`src/rtl/ps2_pkg.sv`:
```
// Shared scan-code constants, FSM state encoding and event packing helper
// for the PS/2 keyboard decoder.
package ps2_pkg;

    localparam logic [7:0] SC_EXT       = 8'hE0;
    localparam logic [7:0] SC_BRK       = 8'hF0;
    localparam logic [7:0] SC_PAUSE     = 8'hE1;
    localparam logic [7:0] SC_BAT_OK    = 8'hAA;
    localparam logic [7:0] SC_BAT_ERR   = 8'hFC;
    localparam logic [7:0] SC_PAUSE_EVT = 8'h77;

    localparam int PAUSE_LEN = 7;
    localparam int EVT_W     = 10;

    typedef enum logic [2:0] {
        ST_IDLE    = 3'd0,
        ST_EXT     = 3'd1,
        ST_BRK     = 3'd2,
        ST_EXT_BRK = 3'd3,
        ST_PAUSE   = 3'd4
    } ps2_state_t;

    // Event word layout: {extended, break, code}
    function automatic logic [EVT_W-1:0] mk_evt(input logic ext, input logic brk,
                                                input logic [7:0] code);
        return {ext, brk, code};
    endfunction

endpackage

```
`src/rtl/ps2_evt_fifo.sv`:
```
// Synchronous FIFO for decoded key events; storage is not reset, only the
// pointers and occupancy count are.
module ps2_evt_fifo #(
    parameter int DATA_W = 10,
    parameter int DEPTH  = 4
) (
    input  logic                       clk,
    input  logic                       rst,
    input  logic                       push,
    input  logic [DATA_W-1:0]          din,
    input  logic                       pop,
    output logic [DATA_W-1:0]          dout,
    output logic                       full,
    output logic                       empty,
    output logic [$clog2(DEPTH):0]     count
);

    localparam int PTR_W = $clog2(DEPTH);
    localparam int CNT_W = PTR_W + 1;

    logic [DATA_W-1:0] mem [DEPTH];
    logic [PTR_W-1:0]  wr_ptr;
    logic [PTR_W-1:0]  rd_ptr;
    logic              pop_ok;
    logic              push_ok;

    assign empty   = (count == '0);
    assign full    = (count == CNT_W'(DEPTH));
    assign pop_ok  = pop && !empty;
    // A full FIFO still accepts a push when the head leaves in the same cycle.
    assign push_ok = push && (!full || pop_ok);
    assign dout    = mem[rd_ptr];

    always_ff @(posedge clk) begin
        if (push_ok) begin
            mem[wr_ptr] <= din;
        end
    end

    always_ff @(posedge clk) begin
        if (rst) begin
            wr_ptr <= '0;
            rd_ptr <= '0;
            count  <= '0;
        end else begin
            if (push_ok) begin
                wr_ptr <= wr_ptr + 1'b1;
            end
            if (pop_ok) begin
                rd_ptr <= rd_ptr + 1'b1;
            end
            if (push_ok && !pop_ok) begin
                count <= count + 1'b1;
            end else if (pop_ok && !push_ok) begin
                count <= count - 1'b1;
            end
        end
    end

endmodule

```
`src/rtl/ps2_kbd_decoder.sv`:
```
// PS/2 set-2 scan-code decoder: folds E0/F0/E1 prefixes into make/break
// events and queues them for a ready/valid consumer.
module ps2_kbd_decoder
    import ps2_pkg::*;
#(
    parameter int FIFO_DEPTH = 4
) (
    input  logic                 clk,
    input  logic                 rst,
    input  logic [7:0]           rcv_data,
    input  logic                 rcv_vld,
    input  logic                 rcv_parity_err,
    output logic                 hold_req,
    output logic [EVT_W-1:0]     evt_data,
    output logic                 evt_vld,
    input  logic                 evt_rdy,
    output logic                 bat_ok,
    output logic                 bat_err,
    output logic                 frame_err,
    output logic                 overflow
);

    localparam int CNT_W = $clog2(FIFO_DEPTH) + 1;
    localparam logic [CNT_W-1:0] HOLD_LVL   = CNT_W'(FIFO_DEPTH - 1);
    localparam logic [2:0]       PAUSE_LAST = 3'(PAUSE_LEN - 1);

    ps2_state_t       state, state_nxt;
    logic [2:0]       pcnt, pcnt_nxt;
    logic             push_req;
    logic [EVT_W-1:0] push_evt;
    logic             bat_ok_d, bat_err_d, frame_err_d;
    logic             fifo_full, fifo_empty;
    logic [CNT_W-1:0] fifo_count, count_nxt;
    logic             pop_ok, push_ok;

    always_ff @(posedge clk) begin
        if (rst) begin
            state <= ST_IDLE;
            pcnt  <= '0;
        end else begin
            state <= state_nxt;
            pcnt  <= pcnt_nxt;
        end
    end

    always_comb begin
        state_nxt   = state;
        pcnt_nxt    = pcnt;
        push_req    = 1'b0;
        push_evt    = '0;
        bat_ok_d    = 1'b0;
        bat_err_d   = 1'b0;
        frame_err_d = 1'b0;
        if (rcv_vld) begin
            if (rcv_parity_err) begin
                frame_err_d = 1'b1;
                state_nxt   = ST_IDLE;
                pcnt_nxt    = '0;
            end else begin
                case (state)
                    ST_IDLE: begin
                        case (rcv_data)
                            SC_EXT:      state_nxt = ST_EXT;
                            SC_BRK:      state_nxt = ST_BRK;
                            SC_PAUSE: begin
                                state_nxt = ST_PAUSE;
                                pcnt_nxt  = '0;
                            end
                            SC_BAT_OK:   bat_ok_d    = 1'b1;
                            SC_BAT_ERR:  bat_err_d   = 1'b1;
                            8'h00, 8'hFF: frame_err_d = 1'b1;
                            default: begin
                                push_req = 1'b1;
                                push_evt = mk_evt(1'b0, 1'b0, rcv_data);
                            end
                        endcase
                    end
                    ST_EXT: begin
                        if (rcv_data == SC_BRK) begin
                            state_nxt = ST_EXT_BRK;
                        end else if (rcv_data != SC_EXT) begin
                            push_req  = 1'b1;
                            push_evt  = mk_evt(1'b1, 1'b0, rcv_data);
                            state_nxt = ST_IDLE;
                        end
                    end
                    ST_BRK: begin
                        push_req  = 1'b1;
                        push_evt  = mk_evt(1'b0, 1'b1, rcv_data);
                        state_nxt = ST_IDLE;
                    end
                    ST_EXT_BRK: begin
                        push_req  = 1'b1;
                        push_evt  = mk_evt(1'b1, 1'b1, rcv_data);
                        state_nxt = ST_IDLE;
                    end
                    ST_PAUSE: begin
                        // Pause has no break code; its tail is swallowed whole.
                        if (pcnt == PAUSE_LAST) begin
                            push_req  = 1'b1;
                            push_evt  = mk_evt(1'b1, 1'b0, SC_PAUSE_EVT);
                            state_nxt = ST_IDLE;
                            pcnt_nxt  = '0;
                        end else begin
                            pcnt_nxt = pcnt + 3'd1;
                        end
                    end
                    default: begin
                        state_nxt = ST_IDLE;
                        pcnt_nxt  = '0;
                    end
                endcase
            end
        end
    end

    ps2_evt_fifo #(
        .DATA_W (EVT_W),
        .DEPTH  (FIFO_DEPTH)
    ) u_fifo (
        .clk   (clk),
        .rst   (rst),
        .push  (push_req),
        .din   (push_evt),
        .pop   (evt_rdy),
        .dout  (evt_data),
        .full  (fifo_full),
        .empty (fifo_empty),
        .count (fifo_count)
    );

    assign evt_vld   = !fifo_empty;
    assign pop_ok    = evt_rdy && !fifo_empty;
    assign push_ok   = push_req && (!fifo_full || pop_ok);
    assign count_nxt = fifo_count + CNT_W'(push_ok) - CNT_W'(pop_ok);

    // hold_req tracks the post-edge count so it lines up with the FIFO state.
    always_ff @(posedge clk) begin
        if (rst) begin
            hold_req  <= 1'b0;
            bat_ok    <= 1'b0;
            bat_err   <= 1'b0;
            frame_err <= 1'b0;
            overflow  <= 1'b0;
        end else begin
            hold_req  <= (count_nxt >= HOLD_LVL);
            bat_ok    <= bat_ok_d;
            bat_err   <= bat_err_d;
            frame_err <= frame_err_d;
            overflow  <= push_req && !push_ok;
        end
    end

endmodule

```
`config.mk`:
```
export PLATFORM = sky130hd
export DESIGN_NAME = ps2_kbd_decoder
export DESIGN_NICKNAME = d
export VERILOG_FILES = /design/src/rtl/ps2_pkg.sv /design/src/rtl/ps2_evt_fifo.sv /design/src/rtl/ps2_kbd_decoder.sv
export SDC_FILE = /design/constraint.sdc
export NUM_CORES = 1
export LEC_CHECK = 0
export CAP_MARGIN = 40
export CORE_ASPECT_RATIO = 1.2
export CORE_MARGIN = 2
export CORE_UTILIZATION = 40
export CTS_CLUSTER_DIAMETER = 200
export CTS_CLUSTER_SIZE = 24
export DETAILED_ROUTE_END_ITERATION = 8
export DONT_BUFFER_PORTS = 1
export PLACE_DENSITY = 0.55
export SYNTH_ARGS = -nofsm -noshare
export SYNTH_HDL_FRONTEND = slang
export SYNTH_HIERARCHICAL = 1
export SYNTH_SLANG_ARGS = --single-unit
```
`constraint.sdc`:
```
create_clock -name clk -period 5.75 [get_ports clk]
set_clock_uncertainty 0.15 [all_clocks]
set_input_delay 0 -clock clk [delete_from_list [all_inputs] [get_ports clk]]
set_output_delay 0 -clock clk [all_outputs]
set_load 0.02 [all_outputs]
```
======== Word-level counts from Yosys, hierarchy flattened ========
Memories as Yosys holds them, arrays and structs flattened. A register that Yosys moved wholly into a read port is not among the register bits.
Cells that the tools add are included.
storage, ports and cells
  bits in registers ....................... 18
  bits in latches ......................... 0
  bits in writable memories ............... 40
  ROM bits ................................ 0
  bits of input ports ..................... 13
  memories kept ........................... 1
memories
  name        depth  bits a word  read ports  clocked after memory_dff  write ports  RTL line            RTL
  u_fifo.mem  4      10           1           1                         1            ps2_evt_fifo.sv:21  logic [DATA_W-1:0] mem [DEPTH];
operators by class
  add/subtract/negate cells ............... 7
  multiply operators ...................... 0
  div/mod/pow operators ................... 0
  magnitude comparators ................... 1
  eq/ne operators ......................... 18
  shift-type cells ........................ 0
  multiplexer cells ....................... 35
  bitwise gates (word level) .............. 2
  reduce and logical (&&, ||, !) cells .... 22
operators by type and width
  kind                   number
  $mux W10               5
  $pmux W10 S5           1
  $eq A8 B8 Y1 const B   6
  $mux W3                9
  $pmux W3 S3            3
  $mux W1                13
  $eq A3 B3 Y1 const B   3
  $logic_not A8 Y1       1
  $mux W8                1
  $ne A8 B8 Y1 const B   1
  $reduce_or A7 Y1       1
  $add A3 B1 Y3 const B  2
  $eq A3 B2 Y1 const B   2
  $logic_not A3 Y1       2
  $reduce_or A2 Y1       3
  $logic_and A1 B1 Y1    5
  $ne A5 B3 Y1 const B   1
  $add A2 B1 Y2 const B  2
  $logic_not A1 Y1       4
  $mux W2                2
  $ne A4 B4 Y1 const B   1
  $pmux W1 S4            1
  $reduce_and A4 Y1      1
  $reduce_or A4 Y1       1
  13 further kinds       14

======== Depth between registers and ports, before layout ========
Gate-level depths: netlist of run 1.
  depth after elaboration ................. 11
  mapped depth ............................ 12
  mapped depth without buffers ............ 11

======== Modules after synthesis ========
Netlist of run 1, hierarchy kept.
modules (own cells, without submodules)
  module           times used  cells an instance  area an instance (um^2)  sequential area each (um^2)
  ps2_evt_fifo     1           100                1918.1                   1381.3
  ps2_kbd_decoder  1           126                979.7                    220.2

======== Least setup slack after synthesis of run 1 ========
Ideal clock, no wire load.
  path kind ............................... flip-flop to flip-flop
  from .................................... reg state[1]
  to ...................................... reg u_fifo.count[2]
  library setup time ...................... 0.070 ns
  data arrival time ....................... 2.965 ns
  path slack .............................. 2.565 ns
  cell stages (with the launch flop) ...... 13
  clock period less this slack ............ 3.185 ns
  path through ............................ dfxtp_1 buf_6 or2_2 a311oi_1 nand4_2 a21oi_1 a21boi_2 ha_1 inv_1 fa_1 xor2_1 or3_2 a21oi_1
on the way
  word-level cells in the longest chain between the ends .. 9
  elaborated cells between the ends (all ways) .. 15
  classes of those cells .................. 4 x eq/ne; 4 x mux; 7 x reduce/logical
ends and longest elaborated chain
  element                       RTL line               RTL
  from (decl)                   ps2_kbd_decoder.sv:27  ps2_state_t state, state_nxt;
  from (signal assigned)        ps2_kbd_decoder.sv:41  state <= state_nxt;
  $eq A3 B2 Y1                  ps2_kbd_decoder.sv:60  case (state)
  $reduce_or A2 Y1 (no line)    -
  $pmux W1 S4 *                 ps2_kbd_decoder.sv:60
  $mux W1 *                     ps2_kbd_decoder.sv:55  if (rcv_parity_err) begin
  $mux W1 *                     ps2_kbd_decoder.sv:54  if (rcv_vld) begin
  net push_req                  ps2_kbd_decoder.sv:29  logic push_req;
  $logic_and A1 B1 Y1 *         ps2_evt_fifo.sv:31     assign push_ok = push && (!full || pop_ok);
  net u_fifo.push_ok            ps2_evt_fifo.sv:25     logic push_ok;
  $logic_not A1 Y1              ps2_evt_fifo.sv:54     end else if (pop_ok && !push_ok) begin
  $logic_and A1 B1 Y1           ps2_evt_fifo.sv:54
  $reduce_bool A2 Y1 (no line)  -
  to (signal assigned)          ps2_evt_fifo.sv:53     count <= count + 1'b1;
  to (signal assigned)          ps2_evt_fifo.sv:55     count <= count - 1'b1;
  to (decl)                     ps2_evt_fifo.sv:15     output logic [$clog2(DEPTH):0] count
The timed path passes the listed nets; every way through them passes the cells marked *.
A chain may end at the register's enable or synchronous reset.

======== Worst setup path after layout of run 1 ========
Ends and elaborated chain as after synthesis.

==> results of run 1 <==
## cells in the mapped netlist (all sizes together), types with 3 or more instances
cell	n	area, sq um
o21ai	9	45.0
nor3	5	25.0
dfxtp	20	400
a21oi	18	93.8
ha	7	87.6
nand3	3	15.0
edfxtp	40	1200
nor2	13	48.8
nand2b	3	18.8
mux4	10	225
inv	12	45.0
nand4	4	31.3
o211ai	3	22.5
and2	6	42.5
and3	3	20.0
nand2	11	41.3
nor4	4	40.0
buf	4	31.3
nor2b	3	18.8
xor2	4	35.0
clkbuf	3	11.3
## power groups by stage
stage / Combinational, W / Clock, W / Sequential [W]
2_1_floorplan: 0.000267 / 0 / 0.000532
3_3_place_gp: 0.000275 / 0 / 0.000567
3_5_place_dp: 0.000277 / 0 / 0.000569
4_1_cts: 0.000293 / 0.000423 / 0.000560
5_1_grt: 0.000325 / 0.000443 / 0.000566
6_report: 0.000288 / 0.000410 / 0.000556
## final cells by class
| class | count | area [sq um] |
|---|---|---|
| timing repair buffer | 23 | 230 |
| inverter | 12 | 45.0 |
| clock buffer | 9 | 124 |
| tap | 90 | 113 |
| fill | 665 | 3730 |
| clock inverter | 7 | 91.3 |
| sequential | 60 | 1600 |
| multi-input combinational | 147 | 1210 |
## metrics by stage
stage               area, sq um  total power [W]  hold slack, ns  utilization, %
finish                     3410          0.00125          0.0823            47.8
global placement           2970         0.000842         -0.0766            41.5
global route               3410          0.00133          0.0952            47.8
detailed placement         2970         0.000846         -0.0747            41.5
CTS                        3410          0.00128          0.0690            47.8
floorplan                  2900         0.000799         -0.0232               -
## state kept, by name (all words and copies together), names as in the netlist, named ones only
register	count
pcnt	3
hold_req	1
overflow	1
u_fifo/mem	40
bat_ok	1
frame_err	1
state	3
u_fifo/count	3
bat_err	1
u_fifo/wr_ptr	2
u_fifo/rd_ptr	2
## layer usage
metal  global-route usage (%)  wire, microns  up-vias  share of wire (%)
met5                        0              0        -                  0
met4                     6.15             77        0                1.3
li1                         -              -      930                  -
met1                     20.1           2610      949                 44
met2                     27.5           3120       36                 52
met3                     5.39            194        8                3.2
## cell families after synthesis
| family | count (synthesis) | share of synthesized area, % |
|---|---|---|
| AND/OR/NAND/NOR | 69 | 14.7 |
| adder cells (fa/ha/maj) | 9 | 4.40 |
| multiplexers | 13 | 8.98 |
| AO/OA/AOI/OAI | 50 | 11.8 |
| flip-flops | 60 | 55.3 |
| XOR/XNOR | 6 | 1.81 |
| buffers and inverters | 19 | 3.02 |
## worst reg2reg max path, stage by stage, from the launching register on
cell and delay, ns:
dfxtp_1 0.39, or2_2 0.36, a311oi_1 0.31, nand4_2 0.25, a21oi_1 0.18, a21boi_2 0.34, ha_1 0.26, inv_1 0.06
fa_1 0.37, xor2_1 0.16, or3_2 0.40, a21oi_1 0.14
## worst min-delay path by stage
stage,startpoint,end,slack (ns),cells after the start
2_1_floorplan,rcv_data[1],bat_ok,-0.02,2
3_3_place_gp,rst,u_fifo/count[2],-0.08,1
3_5_place_dp,rst,hold_req,-0.07,1
4_1_cts,rcv_data[7],overflow,0.07,4
5_1_grt,rcv_data[7],overflow,0.1,4
6_report,rcv_data[7],overflow,0.08,4
==> summary.txt, run 1 <==
Clocking
  – TritonCTS Buffers: 9
  – Clock sinks: 60
  – Clock buffer depth: 2
  – # resized after CTS: 0
  – Clock root buffer: clkbuf_8
  – Postcts setup bufs: 0
  – Hold_buf cts: 23
  – Worst skew pair latency: roughly 0.34 ns
  – TritonCTS clock tree: yes
  – H-tree levels: 3
  – Clock transition at the registers of the reported paths: about 0.070 ns

Route
  – DRC Markers: 0
  – Drt wl/cell: around 17 microns
  – Routed Antenna Nets: 0
  – DR vias/cell: 5.53
  – Final wirelength: roughly 6000 microns
  – Detailed Route Iter0 Violations: between 60 and 70
  – Initial DRT Pass Iterations: 4
  – Vias: about 1900

STA
  – Final setup viols: 0
  – Relative slew margins: between 30% and 40%
  – Period utilization: 60.2%
  – Slew Limit Fails: 0
  – Hold Vio Cnt, Final: 0
  – Total negative slack: 0 ns
  – Setup ws final: between 2 and 2.5 ns
  – Slew @ Worst Pin: 0.922 ns
  – RSZ-0062 raised after global routing: false
  – Tmin final: 3.46 ns
  – Max Fclk: around 290 MHz

Logic synthesis
  – Number of flops mapped to enable cells by yosys: 40
  – Synth Instances: 226
  – Flops & latches, synth: 60
  – Avg Cell Area, Syn: 12.8 sq um
  – Syn Nets: 248
  – YS warnings: 6
  – FFs w/ async S/R, synth: 0%
  – Library cells used by synthesis: 62
  – Register area share after synthesis: a little under three fifths
  – Synth Flop Type: edfxtp_1
  – Post-Syn Area: a little under 3000 sq um

Setup path
  – R2R cell count: 11
  – CP cell instances: or2_2, a311oi_1, nand4_2, a21oi_1, a21boi_2, ha_1, inv_1, fa_1, xor2_1, or3_2, a21oi_1
  – Setup crit end: u_fifo/count[2]
  – Cell depth of the worst setup path: 11
  – Critical path startpoint category: flop
  – Buffers plus inverters on the worst setup path: 1
  – CP top delay family: simple AND/OR/NAND/NOR gates
  – Most Frequent Cell on Critical Path: a21oi_1
  – Setup crit start: state[1]
  – CP max FO: 11
  – Worst reg2reg setup slack: approximately 2.3 ns
  – Crit Path Category: reg -> reg
  – Reg-to-Reg End: u_fifo/count[2]
  – Crit path DAT: 3.57 ns
  – CP max-delay cell: or3_2
  – WP data required: between 5 and 6 ns
  – Worst reg2reg path startpoint: state[1]
  – Max incr delay on CP: 0.40 ns
  – Crit. End Element: flop

Layout
  – Final std cells w/o fill: between 300 and 400
  – Area Overhead vs Synth: 17.8%
  – Most frequent cells in the layout: edfxtp_1, dlygate4sd3_1, dfxtp_1, a21oi_1, nor2_1
  – ANT cells: 0
  – Leading cell type in the layout, fill and taps excluded: edfxtp_1
  – Layout net count: about 280
  – Share of post-route cells with drive strength above 1: 16.7%

Pwr
  – NetSw: 0.000383 W
  – Peak supply drop: ~140 uV
  – Internal Pwr Total: 0.000870 W
  – Sequential share of power: approximately 44%
  – Clock power share: between 30% and 40%
  – Leak: ~1.2 nW
  – Logic gate share of total power: a little under a quarter
  – Sw frac: between 30 and 40%
  – Power per cell area: ~370 nW/um^2

Die
  – Die H: around 100 microns
  – Starting Density: between 40% and 50%
  – Die width: roughly 80 microns
  – I/O Pins: 29
  – Die Area: between 7000 and 8000 sq um
  – Core box area: about 7100 sq um
  – Row count: 34

Status
  – Status: complete, no violations

Global route
  – GRT Residual Overflow: 0
  – Total GRT Usage: 16.7%
  – Initial antenna violation count: 0
  – First-pass GRT wire length: a little under 10000 microns
  – Number of global-route vias before repair: 1966
  – Largest net degree at the start of global routing: 21

Place
  – Post-place setup slack: ~2.3 ns
  – Final RePlAce weighted congestion: approximately 0.89
  – Inst Count DP: roughly 310
  – IO Port Bufs: 0
  – Dpl hpwl: roughly 3900 microns

Worst hold path
  – Worst hold-check path type: in -> reg

Run
  – Max_cap viols: 0
No activity file was read; power rests on OpenSTA's default activity.
==> run 2, diff against run 1 <==
==> constraint.sdc (replaced) <==
create_clock -name clk -period 3.2 [get_ports clk]
set_clock_uncertainty 0.15 [all_clocks]
set_input_delay 0 -clock clk [delete_from_list [all_inputs] [get_ports clk]]
set_output_delay 0 -clock clk [all_outputs]
set_load 0.02 [all_outputs]
==> run 2 against run 1 <==
  * Routed wire length up 4.1%
  * Sequential cell count unchanged
  * Clock power up 59%
  * Total power up 75%
  * First-iteration DRC count up 10%
  * Critical path type unchanged
  * Die area unchanged
  * Global-route usage up 0.12 points
  * Register-to-register slack worse by 2.1 ns
  * Sequential power up 77%
  * Critical path depth unchanged
  * Combinational power up 93%
==> summary.txt, run 2 (synthesized netlist as in run 1, its figures left out) <==
Route
  – Drt wl/cell: 17.5 microns (was 17.2 microns)
  – Initial DRT Pass Iterations: 4 (unchanged)
  – Vias: 2017 (was 1923)
  – Final wirelength: 6250 microns (was 6000 microns)
  – DR vias/cell: 5.65 (was 5.53)
  – DRC Markers: 0 (unchanged)
  – Detailed Route Iter0 Violations: 76 (was 69)
  – Routed Antenna Nets: 0 (unchanged)

STA
  – Period utilization: 94.0% (was 60.2%)
  – Hold Slack: 0.00898 ns (was 0.0823 ns)
  – Slew Limit Fails: 0 (unchanged)
  – Hold Vio Cnt, Final: 0 (unchanged)
  – Relative slew margins: 42.7% (was 37.0%)
  – Tmin final: 3.01 ns (was 3.46 ns)
  – Slew @ Worst Pin: 0.838 ns (was 0.922 ns)
  – Max Fclk: 332 MHz (was 289 MHz)
  – RSZ-0062 raised after global routing: true (was false)
  – Final setup viols: 0 (unchanged)

Run
  – Max_cap viols: 0 (unchanged)

Die
  – Die width: 81.7 microns (unchanged)
  – Core box area: 7150 sq um (unchanged)
  – I/O Pins: 29 (unchanged)
  – Die Area: 7940 sq um (unchanged)
  – Die H: 97.2 microns (unchanged)
  – Starting Density: 40.5% (unchanged)
  – Row count: 34 (unchanged)

Setup path
  – Crit path DAT: 3.04 ns (was 3.57 ns)
  – Max incr delay on CP: 0.37 ns (was 0.40 ns)
  – CP cell instances: or2_2, a311oi_2, nand4_2, a221o_1, ha_1, inv_1, ha_1, fa_1, xnor2_1, xnor2_1, a21oi_1 (was or2_2, a311oi_1, nand4_2, a21oi_1, a21boi_2, ha_1, inv_1, fa_1, xor2_1, or3_2, a21oi_1)
  – Crit. End Element: flop (unchanged)
  – Crit Path Category: reg -> reg (unchanged)
  – CP max-delay cell: fa_1 (was or3_2)
  – CP max FO: 5 (was 11)
  – WP data required: 3.23 ns (was 5.86 ns)
  – Critical path startpoint category: flop (unchanged)

Global route
  – Met1 Usage GRT: 20.3% (was 20.1%)
  – Number of global-route vias before repair: 2069 (was 1966)
  – Total GRT Usage: 16.8% (was 16.7%)
  – Most Used Layer, Global Route: met2 (unchanged)
  – GR Util met2: 27.9% (was 27.5%)
  – First-pass GRT wire length: 9980 microns (was 9850 microns)
  – GRT Residual Overflow: 0 (unchanged)
  – Initial antenna violation count: 0 (unchanged)
  – Met3 Use GR: 3.16% (was 5.39%)
  – Largest net degree at the start of global routing: 21 (unchanged)

Pwr
  – Peak supply drop: 247 uV (was 142 uV)
  – Power per cell area: 631 nW/um^2 (was 367 nW/um^2)
  – Leak: 1.20 nW (was 1.18 nW)
  – Total Power: 0.00219 W (was 0.00125 W)

Clocking
  – TritonCTS clock tree: yes (unchanged)
  – Postcts setup bufs: 0 (unchanged)
  – Clock transition at the registers of the reported paths: 0.07 ns (about the same)
  – Clock sinks: 60 (unchanged)
  – Clock buffer depth: 2 (unchanged)
  – Worst skew pair latency: 0.33 ns (was 0.34 ns)
  – TritonCTS Buffers: 9 (unchanged)
  – Clock root buffer: clkbuf_8 (unchanged)
  – H-tree levels: 3 (unchanged)

Layout
  – ANT cells: 0 (unchanged)
  – Largest Register: u_fifo/mem (unchanged)
  – Sequential cell area: 1600 sq um (about the same)
  – Fin util: 48.6% (was 47.8%)
  – Share of post-route cells with drive strength above 1: 19.9% (was 16.7%)
  – Final Instance Area: 3470 sq um (was 3410 sq um)
  – Layout net count: 284 (was 275)
  – Most frequent cells in the layout: edfxtp_1, dlygate4sd3_1, dfxtp_1, a21oi_1, nor2_1 (unchanged)
  – Max reg flops: 40 (unchanged)
  – Leading cell type in the layout, fill and taps excluded: edfxtp_1 (unchanged)
  – Area of the multi-input gates: 1220 sq um (was 1210 sq um)
  – Area Overhead vs Synth: 19.8% (was 17.8%)
  – Fillers: 652 (was 665)

Place
  – Final RePlAce weighted congestion: 0.781 (was 0.886)
  – Dpl hpwl: 4120 microns (was 3910 microns)
  – IO Port Bufs: 0 (unchanged)
  – Placed Area: 3030 sq um (was 2970 sq um)

Status
  – Status: complete, no violations (unchanged)

Worst hold path
  – Worst hold-check path type: in -> reg (unchanged)
## run 2: path summary, 6_finish.rpt
path,start,end,slack (ns),cells past startpoint
setup / recovery,state[0],hold_req,0.19,11
hold / removal,rcv_data[5],u_fifo/mem[3][5],0.009,2
setup reg to reg,state[0],hold_req,0.19,11
hold reg to reg,u_fifo/wr_ptr[1],u_fifo/wr_ptr[1],0.37,2
## run 2: critical path, delay by kind of cell, from the launching register on
kind,cells,cell delay [ns]
AOI/OAI and AO/OA,3,0.71
xor gates and xnor gates,2,0.32
adders and majority gates,3,0.82
buffers and inverters,1,0.04
DFF,1,0.31
and+or+nand+nor,2,0.51
## run 2: cell type report
| type | instances | share of cell area (%) |
|---|---|---|
| inverters | 12 | 1.30 |
| clock buffers | 9 | 3.57 |
| flip-flops and latches | 60 | 46.2 |
| clock inverters | 7 | 1.95 |
| well taps | 90 | 3.24 |
| multi-input cells | 147 | 35.1 |
| repair buffers | 32 | 8.65 |
## run 2: where the power goes
group	switching, W	total (W)	leakage [nW]	internal (W)
Sequential	0.0000950	0.000983	0.534	0.000888
Clock	0.000297	0.000652	0.0926	0.000355
Combinational	0.000302	0.000556	0.576	0.000254
## run 2: timing repair
| action | in CTS | in global routing |
|---|---|---|
| endpoints found under the hold margin | 52 | 0 |
| resized for setup | 0 | 5 |
| endpoints found under the setup margin | 0 | 3 |
| hold buffers | 24 | 0 |
## run 2: stage by stage
step | TNS, ns | instances | setup slack [ns]
after detailed placement | 0 | 317 | 0.148
after CTS | 0 | 357 | 0.0615
final | 0 | 357 | 0.191
after floorplan | 0 | 226 | 0.0153
after global placement | 0 | 317 | 0.245
after global routing | -0.00365 | 357 | -0.00365
## run 2: per-layer routing
layer  part of all wire [%]  wire, microns
met1                     42           2610
met2                     50           3150
met3                    4.8            301
met4                    2.9            183
met5                      0              0
